--- config.mk ---
export PLATFORM = sky130hd
export DESIGN_NAME = powlib_busrsp
export DESIGN_NICKNAME = d
export VERILOG_FILES = /design/src/rtl/powlib_busrsp_pkg.sv /design/src/rtl/powlib_busfifo.sv /design/src/rtl/powlib_busrsp_mem.sv /design/src/rtl/powlib_flipflop.sv /design/src/rtl/powlib_busrsp.sv
export SDC_FILE = /design/constraint.sdc
export NUM_CORES = 1
export LEC_CHECK = 0
export CAP_MARGIN = 20
export CELL_PAD_IN_SITES_DETAIL_PLACEMENT = 0
export CELL_PAD_IN_SITES_GLOBAL_PLACEMENT = 1
export CORE_MARGIN = 2
export CORE_UTILIZATION = 55
export CTS_CLUSTER_SIZE = 20
export DETAILED_ROUTE_END_ITERATION = 10
export DONT_BUFFER_PORTS = 1
export GPL_TIMING_DRIVEN = 0
export PLACE_DENSITY = 0.81
export SLEW_MARGIN = 10
export SYNTH_ARGS = -nofsm -noshare
export SYNTH_HDL_FRONTEND = slang
export SYNTH_HIERARCHICAL = 1
export SYNTH_SLANG_ARGS = --single-unit
--- constraint.sdc ---
create_clock -name clk -period 3 [get_ports clk]
set_input_delay 0.45 -clock clk [delete_from_list [all_inputs] [get_ports clk]]
set_output_delay 0.45 -clock clk [all_outputs]
set_load 0.005 [all_outputs]
--- src/rtl/powlib_busrsp_pkg.sv ---
// Shared constants and helpers for the bus responder slice.
package powlib_busrsp_pkg;
  localparam logic OP_WR = 1'b0;
  localparam logic OP_RD = 1'b1;

  // Unsigned window test, widened to 32 bits so base+size never wraps.
  function automatic logic in_window(input logic [31:0] a, input logic [31:0] lo,
                                     input logic [31:0] hi);
    return (a >= lo) && (a <= hi);
  endfunction
endpackage

--- src/rtl/powlib_busfifo.sv ---
// Valid/ready FIFO; wrnf rises once NFS or fewer free slots remain.
module powlib_busfifo #(
  parameter int W   = 8,
  parameter int D   = 8,
  parameter int NFS = 0,
  parameter bit EAR = 1'b0
) (
  input  logic         clk,
  input  logic         rst,
  input  logic [W-1:0] wrdata,
  input  logic         wrvld,
  output logic         wrrdy,
  output logic         wrnf,
  output logic [W-1:0] rddata,
  output logic         rdvld,
  input  logic         rdrdy
);
  localparam int PW = (D > 1) ? $clog2(D) : 1;
  localparam int CW = $clog2(D + 1);

  logic [W-1:0]  ram [D];
  logic [PW-1:0] wp, rp, wp_nx, rp_nx;
  logic [CW-1:0] cnt, cnt_nx;
  logic          push, pop;

  assign push   = wrvld && wrrdy;
  assign pop    = rdvld && rdrdy;
  assign wrrdy  = !rst && (cnt != CW'(D));
  assign wrnf   = !rst && (cnt >= CW'(D - NFS));
  assign rdvld  = !rst && (cnt != '0);
  assign rddata = ram[rp];

  always_comb begin
    wp_nx  = wp;
    rp_nx  = rp;
    if (push) wp_nx = (wp == PW'(D - 1)) ? '0 : wp + PW'(1);
    if (pop)  rp_nx = (rp == PW'(D - 1)) ? '0 : rp + PW'(1);
    cnt_nx = cnt + CW'(push) - CW'(pop);
  end

  always_ff @(posedge clk)
    if (push) ram[wp] <= wrdata;

  powlib_flipflop #(.W(PW), .EAR(EAR)) u_wp  (.clk, .rst, .d(wp_nx),  .q(wp));
  powlib_flipflop #(.W(PW), .EAR(EAR)) u_rp  (.clk, .rst, .d(rp_nx),  .q(rp));
  powlib_flipflop #(.W(CW), .EAR(EAR)) u_cnt (.clk, .rst, .d(cnt_nx), .q(cnt));
endmodule

--- src/rtl/powlib_busrsp_mem.sv ---
// Single-port synchronous RAM, write-first, registered read, never cleared.
module powlib_busrsp_mem #(
  parameter int DW    = 4,
  parameter int DEPTH = 4,
  parameter int AW    = 2
) (
  input  logic          clk,
  input  logic          we,
  input  logic [AW-1:0] addr,
  input  logic [DW-1:0] wdata,
  output logic [DW-1:0] rdata
);
  logic [DW-1:0] ram [DEPTH];

  always_ff @(posedge clk) begin
    if (we) begin
      ram[addr] <= wdata;
      rdata     <= wdata;
    end else begin
      rdata     <= ram[addr];
    end
  end
endmodule

--- src/rtl/powlib_flipflop.sv ---
// Generic register; RSTEN=0 gives a plain data flop, EAR selects async reset.
module powlib_flipflop #(
  parameter int         W     = 1,
  parameter logic [W-1:0] INIT = '0,
  parameter bit         RSTEN = 1'b1,
  parameter bit         EAR   = 1'b0
) (
  input  logic         clk,
  input  logic         rst,
  input  logic [W-1:0] d,
  output logic [W-1:0] q
);
  if (!RSTEN) begin : g_nrst
    logic unused_rst;
    assign unused_rst = rst;
    always_ff @(posedge clk) q <= d;
  end else if (EAR) begin : g_arst
    always_ff @(posedge clk or posedge rst)
      if (rst) q <= INIT;
      else     q <= d;
  end else begin : g_srst
    always_ff @(posedge clk)
      if (rst) q <= INIT;
      else     q <= d;
  end
endmodule

--- src/rtl/powlib_busrsp.sv ---
// Memory-mapped bus responder: input FIFO -> s0 pop -> s1 RAM read -> s2 -> output FIFO.
module powlib_busrsp
  import powlib_busrsp_pkg::*;
#(
  parameter int B_AW   = 2,
  parameter int B_DW   = 4,
  parameter int B_BASE = 0,
  parameter int B_SIZE = 3,
  parameter int D      = 8,
  parameter bit EAR    = 1'b0,
  parameter     ID     = "BUSRSP",
  parameter bit EDBG   = 1'b0
) (
  input  logic            clk,
  input  logic            rst,
  input  logic [B_DW-1:0] wrdata,
  input  logic [B_AW-1:0] wraddr,
  input  logic            wrop,
  input  logic            wrvld,
  output logic            wrrdy,
  output logic            wrnf,
  output logic [B_DW-1:0] rddata,
  output logic [B_AW-1:0] rdaddr,
  output logic            rdvld,
  input  logic            rdrdy
);
  localparam int IW = B_DW + B_AW + 1;
  localparam int OW = B_DW + B_AW;
  localparam int MW = (B_SIZE > 0) ? $clog2(B_SIZE + 1) : 1;

  logic [IW-1:0]   s0_word;
  logic            s0_vld, s0_op, s0_hit, pop, mem_we;
  logic [B_AW-1:0] s0_addr;
  logic [B_DW-1:0] s0_data;
  logic [MW-1:0]   mem_addr;
  logic [B_DW-1:0] mem_q, s2_d, s2_data;
  logic            s1_vld, s1_oor, s2_vld, out_nf, out_rdy;
  logic [B_AW-1:0] s1_addr, s2_addr;
  logic [OW-1:0]   rd_word;

  powlib_busfifo #(.W(IW), .D(D), .NFS(1), .EAR(EAR)) u_in (
    .clk, .rst, .wrdata({wrop, wraddr, wrdata}), .wrvld, .wrrdy, .wrnf,
    .rddata(s0_word), .rdvld(s0_vld), .rdrdy(pop));

  assign {s0_op, s0_addr, s0_data} = s0_word;
  // Output FIFO reserves two slots for reads already in s1/s2, so s1/s2 never stall.
  assign pop      = s0_vld && !out_nf;
  assign s0_hit   = in_window(32'(s0_addr), 32'(B_BASE), 32'(B_BASE + B_SIZE));
  assign mem_we   = pop && (s0_op == OP_WR) && s0_hit;
  assign mem_addr = s0_hit ? MW'(s0_addr - B_AW'(B_BASE)) : '0;

  powlib_busrsp_mem #(.DW(B_DW), .DEPTH(B_SIZE + 1), .AW(MW)) u_mem (
    .clk, .we(mem_we), .addr(mem_addr), .wdata(s0_data), .rdata(mem_q));

  powlib_flipflop #(.W(1), .EAR(EAR)) u_s1_vld (
    .clk, .rst, .d(pop && (s0_op == OP_RD)), .q(s1_vld));
  powlib_flipflop #(.W(B_AW), .RSTEN(1'b0)) u_s1_addr (
    .clk, .rst, .d(s0_data[B_AW-1:0]), .q(s1_addr));
  powlib_flipflop #(.W(1), .RSTEN(1'b0)) u_s1_oor (
    .clk, .rst, .d(!s0_hit), .q(s1_oor));

  assign s2_d = s1_oor ? '1 : mem_q;

  powlib_flipflop #(.W(1), .EAR(EAR)) u_s2_vld (
    .clk, .rst, .d(s1_vld), .q(s2_vld));
  powlib_flipflop #(.W(B_AW), .RSTEN(1'b0)) u_s2_addr (
    .clk, .rst, .d(s1_addr), .q(s2_addr));
  powlib_flipflop #(.W(B_DW), .RSTEN(1'b0)) u_s2_data (
    .clk, .rst, .d(s2_d), .q(s2_data));

  powlib_busfifo #(.W(OW), .D(8), .NFS(2), .EAR(EAR)) u_out (
    .clk, .rst, .wrdata({s2_data, s2_addr}), .wrvld(s2_vld), .wrrdy(out_rdy), .wrnf(out_nf),
    .rddata(rd_word), .rdvld, .rdrdy);

  assign {rddata, rdaddr} = rd_word;

  logic unused_cfg;
  assign unused_cfg = ^{out_rdy, EDBG, ID};
endmodule

==> results.md <==
Synthesis:
- The yosys synthesis warning count is 6.
- In this run the cell area of the synthesized design comes to 6320 um2.
- The cell count after synthesis is 342.
- When the netlist entered floorplanning its net count stood at 377.
- The average instance in the mapped netlist occupies 18.5 um2.

Final layout:
- The number of nets at the end of the flow is 401.
- The signed area change from the synthesized netlist to the final layout is 12.9%.
- The total inserted antenna cells is 0.
- Across the whole layout, storage elements account for 4260 um2.
- After routing the design area is 7130 um2.
- The multi-input combinational cells in the finished layout cover a total of 1950 um2.
- Counting the fill cells in the layout gives 785.
- The fraction of final layout cells sized beyond drive strength 1 is 19.8%.

Die:
- The full die area is 12400 um2.
- The die extent in y is 111 um.
- The initial standard-cell utilization of the core is 55.8%.
- The floorplan step set the die width to 111 um.
- The top-level port count is 20.
- The floorplan row count is 39.
- The region available for standard cell placement spans 11300 um2.

Clocking:
- The maximum level of the CTS H-tree is 4.
- The TritonCTS sink count is 153.
- The clock slew at the register clock pins of the worst setup and hold paths is 60 ps.
- For this design, the CTS-stage hold fixing added 0 buffers.
- The clock passes through at most 2 buffers.
- The cell at the root of the clock tree is sky130_fd_sc_hd__clkbuf_16.
- The clock tree from TritonCTS is yes.
- Buffers inserted during clock tree synthesis total 17.
- The insertion delay to the later sink of the worst-skew pair is 410 ps.

Placement:
- Input and output buffers added on the ports amount to 0.
- The post-placement cell area is 6510 um2.
- Detailed placement finished with a half-perimeter wire length of 6280 um.
- The weighted congestion at the end of routability-driven global placement is 0.733.
- The worst-case setup slack after placement is 10.8 ps.

Setup path:
- Of all nets on the critical path, the largest fanout is 10.
- The startpoint identified for the worst register-to-register timing path is u_in/u_rp/q[2]$_SDFF_PP0_.
- The nature of the critical path endpoint is a flop.
- The data required time of the critical path is 3070 ps.
- The worst reg2reg path depth is 5.
- The slack of the worst reg-to-reg path is 260 ps.
- The most critical setup path has its endpoint at u_mem/ram[0][1]$_DFFE_PP_.
- The element type at the critical path start is a flop.
- The endpoint of the lowest-slack register-to-register path is u_mem/ram[0][1]$_DFFE_PP_.
- The worst setup path startpoint is u_in/u_rp/q[2]$_SDFF_PP0_.
- Data arrives at the worst endpoint at 2810 ps.
- The critical path class is reg2reg.

Power:
- The switching power as a share of total power is 23.0%.
- For this design the total switching power over the nets is 1.20 mW.
- In this run the power density over the cells is 730 nW/um2.
- The internal power is 4.01 mW.
- The share of total power dissipated in the clock network is 40.2%.
- The combinational group share of total power is 11.9%.
- The worst supply voltage drop on vdd is 0.000488 V.
- The fraction of power consumed by sequential logic is 47.9%.
- For this design the static power due to leakage is 2.50 nW.

Hold path:
- The class of the most critical hold timing path is in2reg.
- The number of cells on the worst hold path is 1.

Global routing:
- The via count of the first global-routing pass is 3014.
- The initial antenna violation count was 0.
- For this run the aggregate overflow at the end of global routing stands at 0.
- The first global-routing pass estimated 15300 um of wire.
- For this run, the total global-route usage over all layers was measured as 16.2%.
- The largest net degree at the start of global routing is 32.

Timing:
- The summed negative setup slack over all endpoints is 0 ps.
- The setup-violating endpoint count in the final report is 0.
- The achievable frequency is 365 MHz.
- The smallest hold slack is 108 ps.
- Clock skew on the completed layout was measured at 11.0 ps.
- The worst pin sits at a relative slew slack of 24.8%.
- Setup repair after global routing left no endpoint under its margin.
- The final-report max-slew violation count came to 0.
- The final critical path takes up 91.4% of the cycle.
- The transition at the pin with the smallest max-transition slack is 1120 ps.
- The worst path needs 2740 ps of the cycle, external delays included.
- The post-layout worst setup margin is 257 ps.
- The number of hold-slack violations in the final timing report came to 0.

Route:
- The vias per cell is 5.51.
- The detail route stage leaves a number of antenna-violating nets equal to 0.
- The average wire per cell in the routed design is 18.1 um.
- Across all layers, the routed design uses 2875 vias.
- After detailed routing, the total wire length is 9430 um.
- The number of detailed-route iterations in the first pass is 4.
- Summed over all nets, wire length on met3 after detailed routing comes to 301 um.
- The number of DRC markers after the initial detailed-route iteration is 120.
- Routed signal wires occupy layers up through met4.
- The count of unresolved DRC violations after routing is 0.
- The post-route met1 wirelength is 4050 um.
- The met2 wire length is 4980 um.

Outcome:
- The run finished with clean final reports.

Flow run:
- The total of max-cap violations is 0.
[worst min-delay path by stage]
stage / from / to / slack (ps)
after floorplan: u_s1_addr/q[0]$_DFF_P_ / u_s2_addr/q[0]$_DFF_P_ / 310
after global placement: u_s1_addr/q[1]$_DFF_P_ / u_s2_addr/q[1]$_DFF_P_ / 310
after detailed placement: u_s1_addr/q[1]$_DFF_P_ / u_s2_addr/q[1]$_DFF_P_ / 310
after CTS: rst / u_in/u_wp/q[0]$_SDFF_PP0_ / 90
after global routing: rst / u_in/u_wp/q[0]$_SDFF_PP0_ / 90
final: rst / u_in/u_wp/q[0]$_SDFF_PP0_ / 110
[layout make-up]
type                       instances  share of cell area (%)
clock buffer                      18                    6.02
sequential                       153                    59.8
tap                              143                    2.51
buffer                             8                    1.09
multi-input combinational        169                    27.3
clock inverter                    14                    2.30
timing repair buffer               5                   0.421
inverter                          12                   0.631
[cell usage in the layout (no fill, tap or decap), types with 2 or more instances in the layout]
cell                         instances
sky130_fd_sc_hd__buf_12              2
sky130_fd_sc_hd__buf_1               3
sky130_fd_sc_hd__buf_6               2
sky130_fd_sc_hd__bufinv_16           2
sky130_fd_sc_hd__clkbuf_16          17
sky130_fd_sc_hd__inv_8               2
sky130_fd_sc_hd__inv_6               4
sky130_fd_sc_hd__mux4_1             30
sky130_fd_sc_hd__nand3_1             3
sky130_fd_sc_hd__a21o_1              2
sky130_fd_sc_hd__or2_1               4
sky130_fd_sc_hd__clkinvlp_4          2
sky130_fd_sc_hd__nand2b_1            6
sky130_fd_sc_hd__or3b_2              2
sky130_fd_sc_hd__mux2_2             25
sky130_fd_sc_hd__nand2_1             2
sky130_fd_sc_hd__nor2_1             13
sky130_fd_sc_hd__fa_1                2
sky130_fd_sc_hd__nor2b_4             2
sky130_fd_sc_hd__inv_1              12
sky130_fd_sc_hd__dfxtp_1            33
sky130_fd_sc_hd__xor2_1              3
sky130_fd_sc_hd__a21oi_1             8
sky130_fd_sc_hd__edfxtp_1          120
sky130_fd_sc_hd__clkinv_4            3
sky130_fd_sc_hd__nor2b_1            24
sky130_fd_sc_hd__ha_1               22
sky130_fd_sc_hd__nand2_2             2
sky130_fd_sc_hd__clkbuf_1            2
sky130_fd_sc_hd__and3b_1             3
sky130_fd_sc_hd__buf_2               4
sky130_fd_sc_hd__nor3_1              8
sky130_fd_sc_hd__nor3b_2             2
[repair_timing]
| action | 4_1_cts | 5_1_grt |
|---|---|---|
| resized for setup | 1 | 1 |
| endpoints found under the setup margin | 4 | 2 |
| pin swaps | 0 | 0 |
| setup buffers | 0 | 0 |
[stage by stage]
stage	utilization [%]	cells	total power, mW
after floorplan	-	342	3.03
after global placement	57.4	485	3.13
after detailed placement	57.5	486	3.16
after CTS	62.8	518	5.26
after global routing	63.0	522	5.45
final	63.0	522	5.21
[power by group through the flow]
stage | Combinational, mW | Clock, mW | Sequential [mW]
final | 0.618 | 2.10 | 2.49
after global placement | 0.597 | 0 | 2.53
after CTS | 0.625 | 2.14 | 2.50
after global routing | 0.705 | 2.24 | 2.51
after floorplan | 0.515 | 0 | 2.51
after detailed placement | 0.615 | 0 | 2.54
[routing by layer]
| layer | vias to the layer above | global-route usage, % |
|---|---|---|
| met3 | 10 | 4.32 |
| met5 | - | 0 |
| met1 | 1412 | 19.4 |
| li1 | 1399 | - |
| met4 | 0 | 4.69 |
| met2 | 54 | 28.9 |
[worst max-delay path, cell delays in order (launching register included)]
cell                       delay (ps)
sky130_fd_sc_hd__dfxtp_1          470
sky130_fd_sc_hd__clkbuf_1         510
sky130_fd_sc_hd__mux4_1           420
sky130_fd_sc_hd__mux2_2           310
sky130_fd_sc_hd__nor3b_2          290
sky130_fd_sc_hd__nor3b_2          400
[registers in the layout, indices dropped and copies added, names as in the netlist, named ones only]
register / flops
u_in/ram: 56
u_in/u_cnt/q: 4
u_in/u_rp/q: 3
u_in/u_wp/q: 3
u_mem/ram: 16
u_out/ram: 48
u_out/u_cnt/q: 4
u_out/u_rp/q: 3
u_out/u_wp/q: 3
u_s1_addr/q: 2
u_s1_oor/q: 1
u_s1_vld/q: 1
u_s2_addr/q: 2
u_s2_data/q: 4
u_s2_vld/q: 1
No activity file was read; power rests on OpenSTA's default activity.
